## src/rtl/itf_timer_pkg.sv

```systemverilog
// Shared types and areg field positions for the periodic timer.
package itf_timer_pkg;

  typedef enum logic [0:0] {
    IDLE,
    RUN
  } t_tmr_state;

  localparam int unsigned AREG_W     = 32;
  localparam int unsigned EN_BIT     = 31;
  localparam int unsigned PERIOD_MSB = 30;
  localparam int unsigned PERIOD_LSB = 0;
  localparam int unsigned PERIOD_W   = PERIOD_MSB - PERIOD_LSB + 1;

  function automatic int unsigned pc_width(input int unsigned prescale);
    return (prescale > 1) ? $clog2(prescale) : 1;
  endfunction

endpackage

```

## src/rtl/itf_periodic_timer_if.sv

```systemverilog
// Register-bank side of the timer: areg word in, status fields and tick out.
interface itf_periodic_timer_if;
  import itf_timer_pkg::*;

  logic [AREG_W-1:0] areg;
  logic              regf_f0;
  logic              regf_f1;
  logic              tick;

  modport master (output areg, input regf_f0, input regf_f1, input tick);
  modport slave  (input areg, output regf_f0, output regf_f1, output tick);

endinterface

```

## src/rtl/itf_timer_prescaler.sv

```systemverilog
// Free-running divider; strobe_o marks the last cycle of each PRESCALE-cycle slot.
module itf_timer_prescaler
  import itf_timer_pkg::*;
#(
  parameter int unsigned PRESCALE = 1
) (
  input  logic clk_i,
  input  logic rst_n_i,
  input  logic clr_i,
  output logic strobe_o
);

  localparam int unsigned PcW = pc_width(PRESCALE);
  localparam logic [PcW-1:0] PcMax = PcW'(PRESCALE - 1);

  logic [PcW-1:0] pc_q, pc_d;

  assign strobe_o = (pc_q == PcMax);

  always_comb begin
    pc_d = pc_q + 1'b1;
    if (clr_i || strobe_o) begin
      pc_d = '0;
    end
  end

  always_ff @(posedge clk_i or negedge rst_n_i) begin
    if (!rst_n_i) begin
      pc_q <= '0;
    end else begin
      pc_q <= pc_d;
    end
  end

endmodule

```

## src/rtl/itf_periodic_timer.sv

```systemverilog
// Periodic tick generator driven by the areg word (enable + period in prescaled ticks).
module itf_periodic_timer
  import itf_timer_pkg::*;
#(
  parameter int unsigned PRESCALE = 1
) (
  input  logic                 clk_i,
  input  logic                 rst_n_i,
  itf_periodic_timer_if.slave  bus
);

  logic                en;
  logic [PERIOD_W-1:0] period;
  logic                go;
  logic                strobe;
  logic                clr;

  t_tmr_state          state_q, state_d;
  logic [PERIOD_W-1:0] cnt_q, cnt_d;
  logic                f0_q;
  logic                f1_q, f1_d;
  logic                tick_q, tick_d;

  assign en     = bus.areg[EN_BIT];
  assign period = bus.areg[PERIOD_MSB:PERIOD_LSB];
  assign go     = en && (period != '0);

  // Hold the divider at zero outside RUN and on the exit edge so re-entry starts a full slot.
  assign clr = (state_q != RUN) || (state_d != RUN);

  itf_timer_prescaler #(
    .PRESCALE (PRESCALE)
  ) u_prescaler (
    .clk_i    (clk_i),
    .rst_n_i  (rst_n_i),
    .clr_i    (clr),
    .strobe_o (strobe)
  );

  always_comb begin
    state_d = state_q;
    cnt_d   = cnt_q;
    f1_d    = f1_q;
    tick_d  = 1'b0;
    unique case (state_q)
      IDLE: begin
        cnt_d = '0;
        if (go) begin
          state_d = RUN;
          cnt_d   = period - PERIOD_W'(1);
        end
      end
      RUN: begin
        if (!go) begin
          // Exit takes priority over a tick due on the same edge.
          state_d = IDLE;
          cnt_d   = '0;
        end else if (strobe) begin
          if (cnt_q == '0) begin
            tick_d = 1'b1;
            f1_d   = ~f1_q;
            cnt_d  = period - PERIOD_W'(1);
          end else begin
            cnt_d = cnt_q - PERIOD_W'(1);
          end
        end
      end
      default: state_d = IDLE;
    endcase
  end

  always_ff @(posedge clk_i or negedge rst_n_i) begin
    if (!rst_n_i) begin
      state_q <= IDLE;
      cnt_q   <= '0;
      f0_q    <= 1'b0;
      f1_q    <= 1'b0;
      tick_q  <= 1'b0;
    end else begin
      state_q <= state_d;
      cnt_q   <= cnt_d;
      f0_q    <= (state_d == RUN);
      f1_q    <= f1_d;
      tick_q  <= tick_d;
    end
  end

  assign bus.regf_f0 = f0_q;
  assign bus.regf_f1 = f1_q;
  assign bus.tick    = tick_q;

endmodule

```

## src/flat_wrapper.sv

```systemverilog
// flat-port wrapper written by rule: the top's interface ports become plain ports
module itf_periodic_timer_flat import itf_timer_pkg::*;
#(
  parameter int unsigned PRESCALE = 1
)
  (clk_i, rst_n_i, bus_areg, bus_regf_f0, bus_regf_f1, bus_tick);
  itf_periodic_timer_if bus_i ();
  input  logic clk_i;
  input  logic rst_n_i;
  input wire logic [$bits(bus_i.areg)-1:0] bus_areg;
  output wire logic [$bits(bus_i.regf_f0)-1:0] bus_regf_f0;
  output wire logic [$bits(bus_i.regf_f1)-1:0] bus_regf_f1;
  output wire logic [$bits(bus_i.tick)-1:0] bus_tick;
  assign bus_i.areg = bus_areg;
  assign bus_regf_f0 = bus_i.regf_f0;
  assign bus_regf_f1 = bus_i.regf_f1;
  assign bus_tick = bus_i.tick;
  itf_periodic_timer #(.PRESCALE(PRESCALE)) u_core (.clk_i(clk_i), .rst_n_i(rst_n_i), .bus(bus_i));
endmodule
```

## config.mk

```make
export PLATFORM = sky130hd
export DESIGN_NAME = itf_periodic_timer_flat
export DESIGN_NICKNAME = d
export VERILOG_FILES = /design/src/rtl/itf_timer_pkg.sv /design/src/rtl/itf_periodic_timer_if.sv /design/src/rtl/itf_timer_prescaler.sv /design/src/rtl/itf_periodic_timer.sv /design/src/flat_wrapper.sv
export SDC_FILE = /design/constraint.sdc
export NUM_CORES = 1
export LEC_CHECK = 0
export CAP_MARGIN = 20
export CORE_ASPECT_RATIO = 1.75
export CORE_MARGIN = 8
export CORE_UTILIZATION = 30
export CTS_BUF_LIST = sky130_fd_sc_hd__clkbuf_8 sky130_fd_sc_hd__clkbuf_16
export CTS_CLUSTER_DIAMETER = 30
export CTS_CLUSTER_SIZE = 20
export DETAILED_ROUTE_END_ITERATION = 8
export SLEW_MARGIN = 20
export SYNTH_ARGS = -nofsm -noshare
export SYNTH_HDL_FRONTEND = slang
export SYNTH_HIERARCHICAL = 1
export SYNTH_SLANG_ARGS = --single-unit
```

## constraint.sdc

```tcl
create_clock -name clk_i -period 3.9 [get_ports clk_i]
set_clock_uncertainty 0.1 [all_clocks]
set_input_delay 0.78 -clock clk_i [delete_from_list [all_inputs] [get_ports clk_i]]
set_output_delay 0.78 -clock clk_i [all_outputs]
set_load 0.01 [all_outputs]
```

After elaboration in Yosys (flattened, before gate mapping) --
Index checks and enable logic that the tools add are counted.
Cells by class: add/sub/neg operators 3, eq/ne operators 1, multiplexer cells 11, bitwise logic cells 4, reduce and logical (&&, ||, !) cells 6
Operator list (count):
- 2-to-1 mux 31 bit | 4
- one-hot mux 31 bit (2 select lines) | 1
- subtractor 31 x 1 -> 31 bit (second input constant) | 2
- zero test 31 bit | 1
- nonzero test 31 bit | 1
- 2-to-1 mux 1 bit | 6
- inverter 1 bit | 4
- AND reduction 4 bit | 1
- != test 3 bit (second input constant) | 1
- logical OR 1 bit | 2
- adder 1 bit (second input constant) | 1
- logical AND 1 bit | 1
Word-level totals: flip-flop bits (word level) 35

Logic depth before layout (Yosys ltp) --
depth after elaboration 7, mapped depth 10

Cells and area by module --
The synthesis kept the hierarchy.
By module, submodules not included:
- itf_periodic_timer | times used 1, cells an instance 380, area each 3030.4 um^2, sequential area each 850.8 um^2
- itf_timer_prescaler | times used 1, cells an instance 3, area each 32.5 um^2, sequential area each 25.0 um^2

Worst setup path before layout --
OpenSTA, ideal clock, no wires.
path kind input port to flip-flop, start point input bus_areg[0], end point register u_core.cnt_q[14], setup time 0.120 ns, arrival 2.871 ns, data required time 3.680 ns, path slack 0.810 ns, stages on the path 10, buffers on the path 2, path through inv_1 > ha_1 > or4b_2 > clkbuf_1 > or3_1 > clkbuf_1 > or3_1 > xor2_1 > nand2_1 > and3_1
Between the ends: longest elaborated chain between the ends 5
RTL lines:
- start: declaration | RTL line flat_wrapper.sv:10 | input wire logic [$bits(bus_i.areg)-1:0] bus_areg;
- subtractor 31 x 1 -> 31 bit | RTL line itf_periodic_timer.sv:50, itf_periodic_timer.sv:62
- 2-to-1 mux 31 bit | RTL line itf_periodic_timer.sv:59 | if (cnt_q == '0) begin
- 2-to-1 mux 31 bit | RTL line itf_periodic_timer.sv:58 | end else if (strobe) begin
- 2-to-1 mux 31 bit | RTL line itf_periodic_timer.sv:54 | if (!go) begin
- one-hot mux 31 bit (2 select lines) | RTL line itf_periodic_timer.sv:45 | unique case (state_q)
- end signal: assignment | RTL line itf_periodic_timer.sv:81 | cnt_q <= cnt_d;
- end: declaration | RTL line itf_periodic_timer.sv:19 | logic [PERIOD_W-1:0] cnt_q, cnt_d;
Parallel ways exist; a longest one is shown, timed or not. The select of a mux whose other input is x is not followed. A chain may end at the register's enable or synchronous reset.

Final worst setup path --
Ends and elaborated chain as after synthesis.

==> metrics.md <==
| Metric | Value |
|---|---|
| VDD IR max | 0.000159 V |
| Met2 Usage GRT | 29.2% |
| Pwr Density | 304 nW/um2 |
| Worst slew pin tran | 0.952 ns |
| RSZ-0062 raised after global routing | no |
| FF-to-FF path depth | 6 |
| Final Critical Period | 3.44 ns |
| Post-layout util | between 30% and 40% |
| CTS buffer count | 5 |
| Die width | 92.4 um |
| Main synth FF type | dfrtp_1 |
| Setup ws final | 0.464 ns |
| First-pass GRT wire length | 17400 um |
| Vias/cell | 5.92 |
| CTS tree | built |
| Hold slack | 0.368 ns |
| Placed cells | 539 |
| Share of the yosys chip area belonging to registers | 28.6% |
| Status | finished, final reports clean |
| FF+latch area | 876 um2 |
| Hold Startpoint | u_core/bus.regf_f1 |
| ANT cells | 0 |
| Final setup viols | 0 |
| Multi-input gate area in the final layout | 2020 um2 |
| Total Neg Setup Slack | 0 ns |
| Initial antenna violation count | 0 |
| # H-tree levels | 2 |
| Placed inst area | 3570 um2 |
| Met1 Resource Use GR | 16.7% |
| Met3 usage in global routing | 2.61% |
| Max Cap Viol | 0 |
| Worst Path Required | 3.98 ns |
| Slew Viols, Final | 0 |
| Worst Path Max Fanout | 7 |
| Synth Area in XOR/XNOR | 9.15% |
| Total GRT Usage | 16.2% |
| Slowest cell on crit path | or4b_2 |
| Place WS | 0.172 ns |
| Port Buffer Count | 36 |
| Crit path launch type | input port |
| CP peak stage delay | 0.66 ns |
| Final Power | 1.13 mW |
| Setup Buffers After CTS | 0 |
| Hpwl dp | between 8000 and 9000 um |
| R2r startpoint | u_core/cnt_q[14] |
| Final nets | 457 |
| Cell variety after synth | 65 |
| FP Rows | 49 |
| Main combinational cell family by area after synthesis | simple AND/OR/NAND/NOR gates |
| Top delay family on crit path | simple AND/OR/NAND/NOR gates |
| Fin cells | 546 |
| Drt initial violations | a little over 300 |
| Initial Utilization | between 30 and 40% |
| Most frequent cells in the layout | clkdlybuf4s50_1, dfrtp_1, nor2_1, o21ai_0 |
| Syn Nets | around 420 |
| Core area | 10100 um2 |
| Clk_lat worst skew | between 0.2 and 0.3 ns |
| Slew headroom | 36.5% |
| Number of global-route vias before repair | 3327 |
| Reg2reg setup slack | around 0.73 ns |
| Kind of critical path | in2reg |
| Clock sink total | 35 |
| CTS max path bufs | 2 |
| Clock-pin slew on the worst setup and hold paths | ~0.06 ns |
| Post-CTS Resized | 0 |
| CP Cell Sequence | clkdlybuf4s50_1 > inv_1 > ha_1 > or4b_2 > or3_1 > or3_1 > xor2_1 > nand2_1 > and3_1 |
| CP Capture Type | register |
| Peak Freq | ~290 MHz |
| Seq cells post-synth | 35 |
| EDFF count, synth | 0 |
| Detailed Routing Iterations Pass 1 | 5 |
| I/O pin count | 37 |
| DRT Wirelength | 10900 um |
| RR Endpoint | u_core/cnt_q[4] |
| Die area | around 14000 um2 |
| Die Ht | approximately 150 um |
| Total gr overflow | 0 |
| Class of the worst hold path | reg2reg |
| Number of buffers and inverters on the critical path | 2 |
| Fill cells | 1044 |
| DR WL/cell | ~20 um |
| Layout cells sized above 1 | 9.55% |
| Synthesized area per cell | 8.00 um2 |
| Synthesis-to-layout area growth | 21.2% |
| Post-synthesis compound-gate area fraction | 21.9% |
| Post-Synthesis Cells | 383 |
| Worst hold stages | 1 |
| CTS Hold Bufs | 0 |
| Via Count | 3235 |
| Ys Warns | 6 |
| Largest net degree at the start of global routing | 36 |
| # DRC | 0 |
| Top Usage Layer GRT | met2 |
| Clock root cell | clkbuf_16 |
| GP Congestion | 0.945 |
| Synth Area in Simple Gates | between 30% and 40% |
| Hold Path End | u_core/bus.regf_f1 |
| Mux cell area share after synthesis | 1.31% |
| Worst Path Arrival | 3.51 ns |
| Final hold vios | 0 |
| Routed Antenna Nets | 0 |
| Synthesized area | 3060 um2 |
| Adder-Cell Fraction of Synth Area | 1.63% |
| Crit path top cell by count | or3_1 |
| Asr flop ratio synth | 100% |
| Fin area | 3710 um2 |
| Fin crit share | 88.1% |
| Leakage | 1.40 nW |
flip-flops by register name, indices dropped and copies added, names as in the netlist:
register	flops
u_core/bus.tick	1
u_core/bus.regf_f0	1
u_core/cnt_q	31
u_core/bus.regf_f1	1
u_core/u_prescaler/pc_q	1
where the power goes:
| group | total, mW | switching, mW | internal (mW) |
|---|---|---|---|
| sequential | 0.426 | 0.0364 | 0.389 |
| combinational | 0.289 | 0.169 | 0.119 |
| clock | 0.413 | 0.163 | 0.250 |
| total | 1.13 | 0.369 | 0.758 |
metal layers:
metal | share of wire, % | up-vias | routed length (um)
met4 | 5.1 | 0 | 555
met2 | 52 | 133 | 5700
li1 | - | 1517 | -
met5 | 0 | - | 0
met3 | 4.6 | 38 | 507
met1 | 38 | 1547 | 4160
worst max-delay path by stage:
| stage | start | endpoint | slack, ns | depth (start not counted) |
|---|---|---|---|---|
| detailed placement | bus_areg[0] | u_core/cnt_q[14] | 0.17 | 9 |
| finish | bus_areg[0] | u_core/cnt_q[14] | 0.46 | 9 |
| global placement | bus_areg[0] | u_core/cnt_q[14] | 0.20 | 9 |
| floorplan | bus_areg[0] | u_core/cnt_q[14] | 0.81 | 10 |
| CTS | bus_areg[0] | u_core/cnt_q[14] | 0.47 | 9 |
| global route | bus_areg[0] | u_core/cnt_q[28] | 0.30 | 9 |
synth_stat cells (3+ instances only):
library cell | number | area share (%)
o32ai_1 | 3 | 0.86
nor3_1 | 23 | 3.8
a21oi_1 | 13 | 2.1
xor2_1 | 18 | 5.1
clkbuf_1 | 11 | 1.3
buf_2 | 4 | 0.65
dfrtp_1 | 35 | 29
inv_1 | 14 | 1.7
nand2b_1 | 4 | 0.82
and3_1 | 4 | 0.82
o21a_1 | 7 | 1.7
or4_1 | 4 | 0.98
xnor2_1 | 14 | 4.0
nor2_1 | 31 | 3.8
or3_1 | 11 | 2.2
nand4_1 | 6 | 1.2
ha_1 | 4 | 1.6
o221ai_1 | 3 | 0.86
a221oi_1 | 5 | 1.4
nor3b_1 | 4 | 0.98
nor4_1 | 25 | 5.1
o21ai_0 | 31 | 5.1
mux2i_1 | 4 | 1.3
nand3_1 | 11 | 1.8
buf_6 | 3 | 1.1
nand3b_1 | 3 | 0.74
nand4b_1 | 3 | 0.86
nand2_1 | 25 | 3.1
a21boi_1 | 3 | 0.74
a31oi_1 | 12 | 2.5
cell type report:
type / count / area share [%]
Multi-Input combinational cell: 313 / 54.5
Sequential cell: 35 / 23.6
Timing Repair Buffer: 49 / 12.2
Tap cell: 127 / 4.28
Clock buffer: 6 / 3.74
Inverter: 15 / 1.52
Clock inverter: 1 / 0.135
kinds of logic after synthesis:
| group | after synthesis |
|---|---|
| xor+xnor | 32 |
| mux | 4 |
| flops | 35 |
| fa+ha+maj | 4 |
| compound gates | 98 |
| buf+inv | 35 |
| simple gates | 174 |
| other cells | 1 |
(Power assumes the default switching activity.)
